`src/rtl/asi_pkg.sv`:
```
// Shared 8b/10b constants and table helpers for the ASI output path.
// Tables return the RD- form; the encoder derives the RD+ form by complementing.
package asi_pkg;

    localparam logic [7:0] IDLE_DEFAULT = 8'hBC;
    localparam logic [7:0] K28_5_BYTE   = 8'hBC;
    localparam logic [9:0] K28_5_RDN    = 10'b001111_1010;
    localparam logic [9:0] K28_5_RDP    = 10'b110000_0101;

    typedef enum logic [2:0] {PH0, PH1, PH2, PH3, PH4} phase_t;

    function automatic logic is_legal_k(input logic [7:0] b);
        return (b[4:0] == 5'd28) || (b == 8'hF7) || (b == 8'hFB) ||
               (b == 8'hFD) || (b == 8'hFE);
    endfunction

    function automatic logic [2:0] ones_cnt(input logic [5:0] v);
        logic [2:0] cnt;
        cnt = '0;
        for (int unsigned i = 0; i < 6; i++) cnt = cnt + {2'b00, v[i]};
        return cnt;
    endfunction

    // 5b/6b, abcdei, RD- column
    function automatic logic [5:0] enc6_base(input logic [4:0] x, input logic k);
        logic [5:0] r;
        case (x)
            5'd0:  r = 6'b100111;  5'd1:  r = 6'b011101;  5'd2:  r = 6'b101101;
            5'd3:  r = 6'b110001;  5'd4:  r = 6'b110101;  5'd5:  r = 6'b101001;
            5'd6:  r = 6'b011001;  5'd7:  r = 6'b111000;  5'd8:  r = 6'b111001;
            5'd9:  r = 6'b100101;  5'd10: r = 6'b010101;  5'd11: r = 6'b110100;
            5'd12: r = 6'b001101;  5'd13: r = 6'b101100;  5'd14: r = 6'b011100;
            5'd15: r = 6'b010111;  5'd16: r = 6'b011011;  5'd17: r = 6'b100011;
            5'd18: r = 6'b010011;  5'd19: r = 6'b110010;  5'd20: r = 6'b001011;
            5'd21: r = 6'b101010;  5'd22: r = 6'b011010;  5'd23: r = 6'b111010;
            5'd24: r = 6'b110011;  5'd25: r = 6'b100110;  5'd26: r = 6'b010110;
            5'd27: r = 6'b110110;  5'd28: r = k ? 6'b001111 : 6'b001110;
            5'd29: r = 6'b101110;  5'd30: r = 6'b011110;
            default: r = 6'b101011;
        endcase
        return r;
    endfunction

    // 3b/4b, fghj, RD- column; alt7 selects the A7 form of x.7
    function automatic logic [3:0] enc4_base(input logic [2:0] y, input logic alt7);
        logic [3:0] r;
        case (y)
            3'd0: r = 4'b1011;  3'd1: r = 4'b1001;  3'd2: r = 4'b0101;
            3'd3: r = 4'b1100;  3'd4: r = 4'b1101;  3'd5: r = 4'b1010;
            3'd6: r = 4'b0110;
            default: r = alt7 ? 4'b0111 : 4'b1110;
        endcase
        return r;
    endfunction

endpackage

```
`src/rtl/enc_8b10b.sv`:
```
// Combinational 8b/10b encoder: {k,data,rd_in} -> {code abcdei_fghj, rd_out, k_err}.
// Illegal K requests are replaced by K28.5 and flagged.
module enc_8b10b
    import asi_pkg::*;
(
    input  logic       k,
    input  logic [7:0] data,
    input  logic       rd_in,
    output logic [9:0] code,
    output logic       rd_out,
    output logic       k_err
);

    logic [7:0] byte_v;
    logic [5:0] b6, c6;
    logic [3:0] b4, c4;
    logic [2:0] n6, n4;
    logic       rd_mid, alt7, neutral4;

    always_comb begin
        k_err  = k && !is_legal_k(data);
        byte_v = k_err ? K28_5_BYTE : data;

        b6 = enc6_base(byte_v[4:0], k);
        c6 = (rd_in && ((ones_cnt(b6) != 3'd3) || (b6 == 6'b111000))) ? ~b6 : b6;
        n6 = ones_cnt(c6);
        if (n6 > 3'd3)              rd_mid = 1'b1;
        else if (n6 < 3'd3)         rd_mid = 1'b0;
        else if (c6 == 6'b000111)   rd_mid = 1'b1;
        else if (c6 == 6'b111000)   rd_mid = 1'b0;
        else                        rd_mid = rd_in;

        alt7 = k || (!rd_mid && c6[1] && c6[0]) || (rd_mid && !c6[1] && !c6[0]);
        b4   = enc4_base(byte_v[7:5], alt7);
        neutral4 = (ones_cnt({2'b00, b4}) == 3'd2) && (b4 != 4'b1100);
        // K28 neutral 4b blocks take the opposite polarity from data blocks
        if (neutral4) c4 = (k && !rd_mid) ? ~b4 : b4;
        else          c4 = rd_mid ? ~b4 : b4;

        n4 = ones_cnt({2'b00, c4});
        if (n4 > 3'd2)              rd_out = 1'b1;
        else if (n4 < 3'd2)         rd_out = 1'b0;
        else if (c4 == 4'b0011)     rd_out = 1'b1;
        else if (c4 == 4'b1100)     rd_out = 1'b0;
        else                        rd_out = rd_mid;

        code = {c6, c4};
    end

endmodule

```
`src/rtl/asi_ddr_serializer.sv`:
```
// 8b/10b serializer feeding the ASI ODDR: one symbol per 5 clk, two line bits per clk.
// K28.5 idle is inserted whenever no byte is offered at a symbol boundary.
module asi_ddr_serializer
    import asi_pkg::*;
#(
    parameter logic [7:0] IDLE_BYTE = IDLE_DEFAULT,
    parameter bit         LSB_FIRST = 1'b1
) (
    input  logic       clk,
    input  logic       rst_n,
    input  logic [7:0] s_data,
    input  logic       s_is_k,
    input  logic       s_valid,
    output logic       s_ready,
    output logic       d0,
    output logic       d1,
    output logic       sym_start,
    output logic       rd_pos,
    output logic       code_err
);

    phase_t     phase;
    logic [9:0] shreg, code, line_code;
    logic [7:0] enc_data;
    logic       enc_k, enc_rd, enc_err;

    assign s_ready = (phase == PH4);

    always_comb begin
        enc_k    = s_valid ? s_is_k : 1'b1;
        enc_data = s_valid ? s_data : IDLE_BYTE;
        line_code = code;
        if (!LSB_FIRST)
            for (int unsigned i = 0; i < 10; i++) line_code[i] = code[9 - i];
    end

    enc_8b10b u_enc (
        .k      (enc_k),
        .data   (enc_data),
        .rd_in  (rd_pos),
        .code   (code),
        .rd_out (enc_rd),
        .k_err  (enc_err)
    );

    // Load cycle drives the first pair straight from the encoder; the rest shift out
    always_ff @(posedge clk or negedge rst_n) begin
        if (!rst_n) begin
            phase     <= PH4;
            shreg     <= '0;
            d0        <= 1'b0;
            d1        <= 1'b0;
            sym_start <= 1'b0;
            code_err  <= 1'b0;
            rd_pos    <= 1'b0;
        end else begin
            sym_start <= (phase == PH4);
            code_err  <= (phase == PH4) && enc_err;
            if (phase == PH4) begin
                d0     <= line_code[9];
                d1     <= line_code[8];
                shreg  <= {line_code[7:0], 2'b00};
                rd_pos <= enc_rd;
            end else begin
                d0     <= shreg[9];
                d1     <= shreg[8];
                shreg  <= {shreg[7:0], 2'b00};
            end
            case (phase)
                PH0:     phase <= PH1;
                PH1:     phase <= PH2;
                PH2:     phase <= PH3;
                PH3:     phase <= PH4;
                default: phase <= PH0;
            endcase
        end
    end

endmodule

```
`config.mk`:
```
export PLATFORM = sky130hd
export DESIGN_NAME = asi_ddr_serializer
export DESIGN_NICKNAME = d
export VERILOG_FILES = /design/src/rtl/asi_pkg.sv /design/src/rtl/enc_8b10b.sv /design/src/rtl/asi_ddr_serializer.sv
export SDC_FILE = /design/constraint.sdc
export NUM_CORES = 1
export LEC_CHECK = 0
export BUFFER_PORTS_ARGS = -buffer_cell sky130_fd_sc_hd__clkbuf_2
export CAP_MARGIN = 25
export CORE_ASPECT_RATIO = 0.5
export CORE_MARGIN = 8
export CORE_UTILIZATION = 55
export DETAILED_ROUTE_END_ITERATION = 10
export PLACE_DENSITY = 0.74
export SKIP_LAST_GASP = 1
export SLEW_MARGIN = 30
export SYNTH_ARGS = -nofsm -noshare
export SYNTH_HDL_FRONTEND = slang
export SYNTH_SLANG_ARGS = --single-unit
```
`constraint.sdc`:
```
create_clock -name clk -period 8.8 [get_ports clk]
set_input_delay 0.88 -clock clk [delete_from_list [all_inputs] [get_ports clk]]
set_output_delay 0.88 -clock clk [all_outputs]
set_load 0.05 [all_outputs]
```
Yosys cells after proc, flatten, opt, wreduce, memory -nomap -nowiden --
Index checks and enable logic that the tools add are counted.
Word-level totals: output and inout bits 6, word-level logic and storage cells 128, bits in registers 18, input bits 12
Operators by class: equal/unequal tests 53, mux-type cells 23, reductions and logical operators 23, bitwise gates (word level) 2, $add $sub $neg 16, magnitude comparators 4
Operator list (count):
- $pmux 6 s31 | 1
- $eq 5x5->1 const B | 16
- $eq 5x4->1 const B | 8
- $add 3x1->3 | 12
- $eq 8x8->1 const B | 4
- $pmux 4 s7 | 1
- $eq 5x3->1 const B | 4
- $mux 4 | 4
- $mux 8 | 2
- $eq 3x2->1 const B | 5
- $eq 3x3->1 const B | 4
- $eq 6x6->1 const B | 2
- $mux 1 | 12
- $pmux 3 s4 | 1
- $eq 5x2->1 const B | 2
- $mux 10 | 1
- $logic_and 1x1->1 | 9
- $add 1x1->2 | 4
- $logic_or 1x1->1 | 7
- $eq 3x1->1 const B | 2
- $eq 6x3->1 const B | 1
- $gt 3x2->1 const B | 2
- $logic_not 3->1 | 2
- $lt 3x2->1 const B | 2
- 10 further kinds | 13

Depth between registers and ports, before layout --
depth after elaboration 47, gate-level depth with buffers 45

Hierarchy --
Synthesis repeated with hierarchy kept, for this count alone.
Second synthesis, totals: cells, all modules 250, area, all modules 2193.4 µm²
Modules (own cells, without submodules):
- enc_8b10b | instances 1, seq. area each 0.0 µm², area each 1535.2 µm², cells an instance 206
- asi_ddr_serializer | instances 1, seq. area each 401.6 µm², area each 658.1 µm², cells an instance 44

Least setup slack after synthesis --
OpenSTA, ideal clock, no wires.
kind input to register, from input port s_data[3], to register rd_pos, data arrival time 10563 ps, slack -1893 ps, cell stages on the path 39, library setup time 130 ps, data required time 8670 ps, buffers on the path 1, cells stage by stage buf_4 > nand4b_2 > a211oi_2 > nor2_1 > o31a_4 > ha_1 > inv_1 > fa_1 > inv_1 > fa_1 > fa_1 > nand3b_1 > o21ai_2 > xnor2_1 > fa_1 > fa_1 > inv_1 > fa_1 > [3 not listed] > a32o_1 > o21a_2 > ha_1 > fa_1 > ha_1 > nand2_1 > a31oi_1 > nand2_1 > mux2_2 > xnor2_1 > ha_1 > fa_1 > ha_1 > nor3b_1 > nand3_1 > nor3b_1 > a2bb2oi_1 > mux2i_1
On the way: longest elaborated chain between the ends 47
RTL lines:
- start: declaration | line asi_ddr_serializer.sv:11 | input logic [7:0] s_data,
- $mux 8 (*) | line asi_ddr_serializer.sv:31 | enc_data = s_valid ? s_data : IDLE_BYTE;
- $eq 8x8->1 / $eq 5x5->1 (equally long branches) | line asi_pkg.sv:13 | return (b[4:0] == 5'd28) || (b == 8'hF7) || (b == 8'hFB) ||
- $logic_or 1x1->1 (3 in series) | line asi_pkg.sv:13
- $logic_or 1x1->1 | line asi_pkg.sv:14 | (b == 8'hFD) || (b == 8'hFE);
- $logic_not 1->1 | line enc_8b10b.sv:21 | k_err = k && !is_legal_k(data);
- $logic_and 1x1->1 | line enc_8b10b.sv:21
- $mux 8 (*) | line enc_8b10b.sv:22 | byte_v = k_err ? K28_5_BYTE : data;
- $eq 5x5->1, or another cell as far along | line asi_pkg.sv:27 | case (x)
- [28 not listed]
- $eq 3x2->1 | line enc_8b10b.sv:35 | neutral4 = (ones_cnt({2'b00, b4}) == 3'd2) && (b4 != 4'b1100);
- $logic_and 1x1->1 | line enc_8b10b.sv:35
- $mux 4 | line enc_8b10b.sv:37 | if (neutral4) c4 = (k && !rd_mid) ? ~b4 : b4;
- $add 1x1->2 | line asi_pkg.sv:20 | for (int unsigned i = 0; i < 6; i++) cnt = cnt + {2'b00, v[i]};
- $add 3x1->3 (2 in series) | line asi_pkg.sv:20
- $lt 3x2->1 | line enc_8b10b.sv:42 | else if (n4 < 3'd2) rd_out = 1'b0;
- $mux 1 | line enc_8b10b.sv:42
- $mux 1 (*) | line enc_8b10b.sv:41 | if (n4 > 3'd2) rd_out = 1'b1;
- end signal: assignment | line asi_ddr_serializer.sv:63 | rd_pos <= enc_rd;
- end: declaration | line asi_ddr_serializer.sv:18 | output logic rd_pos,
Every way passes the cells marked *; elsewhere a longest branch is shown, timed or not. A chain may end at the register's enable or synchronous reset.

Worst setup path in the final report --
from input port s_data[2], to register rd_pos
The elaborated chain is that of the path after synthesis.

==> results.toml <==
[routing]
met3_wirelength_um = 1010
drt_iter0_markers = 376
drc_errors = 0
drt_first_pass_iters = 7
vias = 3187
met2_length_um = 4820
top_layer_used = "met4"
viasPerCell = 6.64
wl_per_cell_um = 22.7
wl_um = 10900
drt-met1-wl_um = 4180
ant_nets = 0

[sta]
skew_ns = 0.00365
final-hold-violation-count = 0
tns_ns = -5.07
setup_ws_ns = -1.97
slew_violations = 0
setup_violations = 5
min_period_ns = 10.77
post-route-period-util_pct = 122
worstMarginPinSlew_ns = 0.778
slew_headroom_pct = 47.6
max_freq_ghz = 0.0929
grt_setup_unrepaired = "true"

[synthesis]
synth_seq_cells = 16
yosys-top-cells-area = "dfrtp_1, fa_1, xnor2_1"
syn-instance-count = 297
ys_seq_area_share_pct = 15.9
ys.flop_type = "dfrtp_1"
synth_top_area_cell = "dfrtp_1"
synth_commonest_cells = "nand2_1, o21ai_0, inv_1, nor2_1, dfrtp_1"
syn-num-nets = 326
synth_edf_count = 0
synth_top_area_share_pct = 14.9
yosysMostFrequentCell = "nand2_1"
syn_area_per_cell_um2 = 8.48
synth_area_um2 = 2520
yosys_warnings = 0
async_reset_ff_share_pct = 100
yosysUniqueCellTypes = 85

[global_route]
grt-ovfl-total = 0
antenna_found_initial = 0
grt_max_degree = 23
grt_pass1_vias = 2795
grtUsageTotal_pct = 22.3
grt_pass1_wl_um = 13200

[worst_setup_path]
required_ns = 8.96
slowest_stage = "fa_1"
r2r_cells = 30
regToRegStartpoint = "rd_pos$_DFFE_PN0P_"
r2r-end = "rd_pos$_DFFE_PN0P_"
cp-end-kind = "register"
worstPathArrival_ns = 10.93
rrSetupSlack_ns = 1.29
slowest_delay_ns = 0.54
worstSetupPathType = "input pin to register"
cp_max_fo = 16
cp-start-kind = "input pin"

[min_path]
holdPathEnd = "shreg[6]$_DFF_PN0_"
hp-start = "shreg[4]$_DFF_PN0_"
holdPathStages = 2
hold_path_class = "register to register"

[die]
die_x_um = 112
fp-row-count = 17
initial_core_util_pct = 57.2
die-area_um2 = 7130
die_h_um = 63.9
core_um2 = 4400
io_pins = 18

[layout]
fin_nets = 453
stdcell_area_um2 = 3840
syn2layout_area_growth_pct = 52.5
post-route-util_pct = 87.2
drive_above_1_share_pct = 48.5
diodes = 0

[cts]
holdBufCountCts = 0
clock_latency_ns = 0.26
cts_buffers = 3
max-clock-path-buffers = 2
cts_root_buffer = "clkbuf_8"
h-tree-depth = 1
cts_tree = "built"
cts_num_sinks = 16
path_clk_slew_ns = 0.07

[placed_design]
place_hpwl_um = 6300
pre_cts_ws_ns = -1.71
place_congestion = 0.964
port_buffers = 17
dpl_cell_area_um2 = 3470

[pwr]
leakage_uw = 0.00176
power_density_nw_per_um2 = 416
ir_drop_mv = 0.376

[run]
cap_viol_max_count = 0

[status]
outcome = "finished, violations left"
violations = "negative setup slack"
[final cells by class]
class / count / area, um^2
multi-input cells: 240 / 2090
repair buffers: 142 / 1140
fillers: 206 / 563
flip-flops and latches: 16 / 402
inverters: 21 / 81.3
well taps: 57 / 71.3
clock buffers: 4 / 55.1
[critical path, delay by kind of cell]
kind	cells	cell delay, ns
adders and majority gates	13	4.51
AOI/OAI and AO/OA	12	2.72
and+or+nand+nor	9	1.48
muxes	3	0.74
buffers and inverters	6	0.48
xor gates and xnor gates	1	0.08
[metrics by stage]
| stage | power [uW] | std cells | hold slack, ns |
|---|---|---|---|
| after floorplan | 797 | 297 | 0.426 |
| after global placement | 1020 | 456 | 0.435 |
| after detailed placement | 1090 | 456 | 0.448 |
| after CTS | 1230 | 464 | 0.461 |
| after global routing | 1630 | 480 | 0.502 |
| final | 1600 | 480 | 0.492 |
[kinds of logic (layout without fill, tap and decap cells)]
group	after synthesis	after routing	share of synthesized area, %
and+or+nand+nor	106	106	24.2
adders and majority gates	17	17	10.8
xor gates and xnor gates	17	17	6.21
DFF	16	16	15.9
buffers and inverters	41	167	8.30
muxes	7	7	3.73
AOI/OAI and AO/OA	93	93	30.8
[cells in the final DEF, fill, tap and decap left out, drive strengths merged, types with 3 or more instances in the layout]
cell type  count
a211oi         5
nand3          7
a21oi         10
xnor2         15
o31a           3
ha             9
fa             8
a221o          3
nor3           7
nor2b          4
nand2b         5
clkbuf        19
nor2          17
and3b          3
and2           5
o21ai         25
a21o           3
inv           21
a31oi          6
mux2i          4
and3           5
nand2         31
buf          127
mux2           3
o21a           3
or4b           3
dfrtp         15
a21boi         3
nand3b         3
or2            3
[repair_timing]
action                     in CTS  in global routing
pin swaps                      16                  9
setup endpoints to repair       3                  5
gates cloned                    0                  0
buffers inserted                4                 17
resized for setup              14                 30
[worst max path at each step]
stage / start / to / slack [ns]
2_1_floorplan: s_data[1] / rd_pos$_DFFE_PN0P_ / -1.37
3_3_place_gp: s_data[0] / rd_pos$_DFFE_PN0P_ / -1.41
3_5_place_dp: s_data[0] / rd_pos$_DFFE_PN0P_ / -1.71
4_1_cts: s_data[0] / rd_pos$_DFFE_PN0P_ / -1.24
5_1_grt: s_data[2] / rd_pos$_DFFE_PN0P_ / -2.05
6_report: s_data[2] / rd_pos$_DFFE_PN0P_ / -1.97
[where the power goes]
group	switching (uW)	total, uW	leakage, uW	internal (uW)
Combinational	670	1430	0.00152	757
Sequential	12.8	101	0.000216	88.0
Clock	27.9	67.7	0.0000288	39.8
[registers in the layout (all words and copies together), names as in the netlist]
name,count
phase,3
sym_start,1
code_err,1
shreg,8
rd_pos,1
d1,1
d0,1
[metal layers]
metal	global-route usage, %	vias to the layer above
li1	-	1343
met1	26.2	1467
met2	41.0	274
met3	3.00	103
met4	8.60	0
met5	0	-
Power figures use the tool's default switching activity.
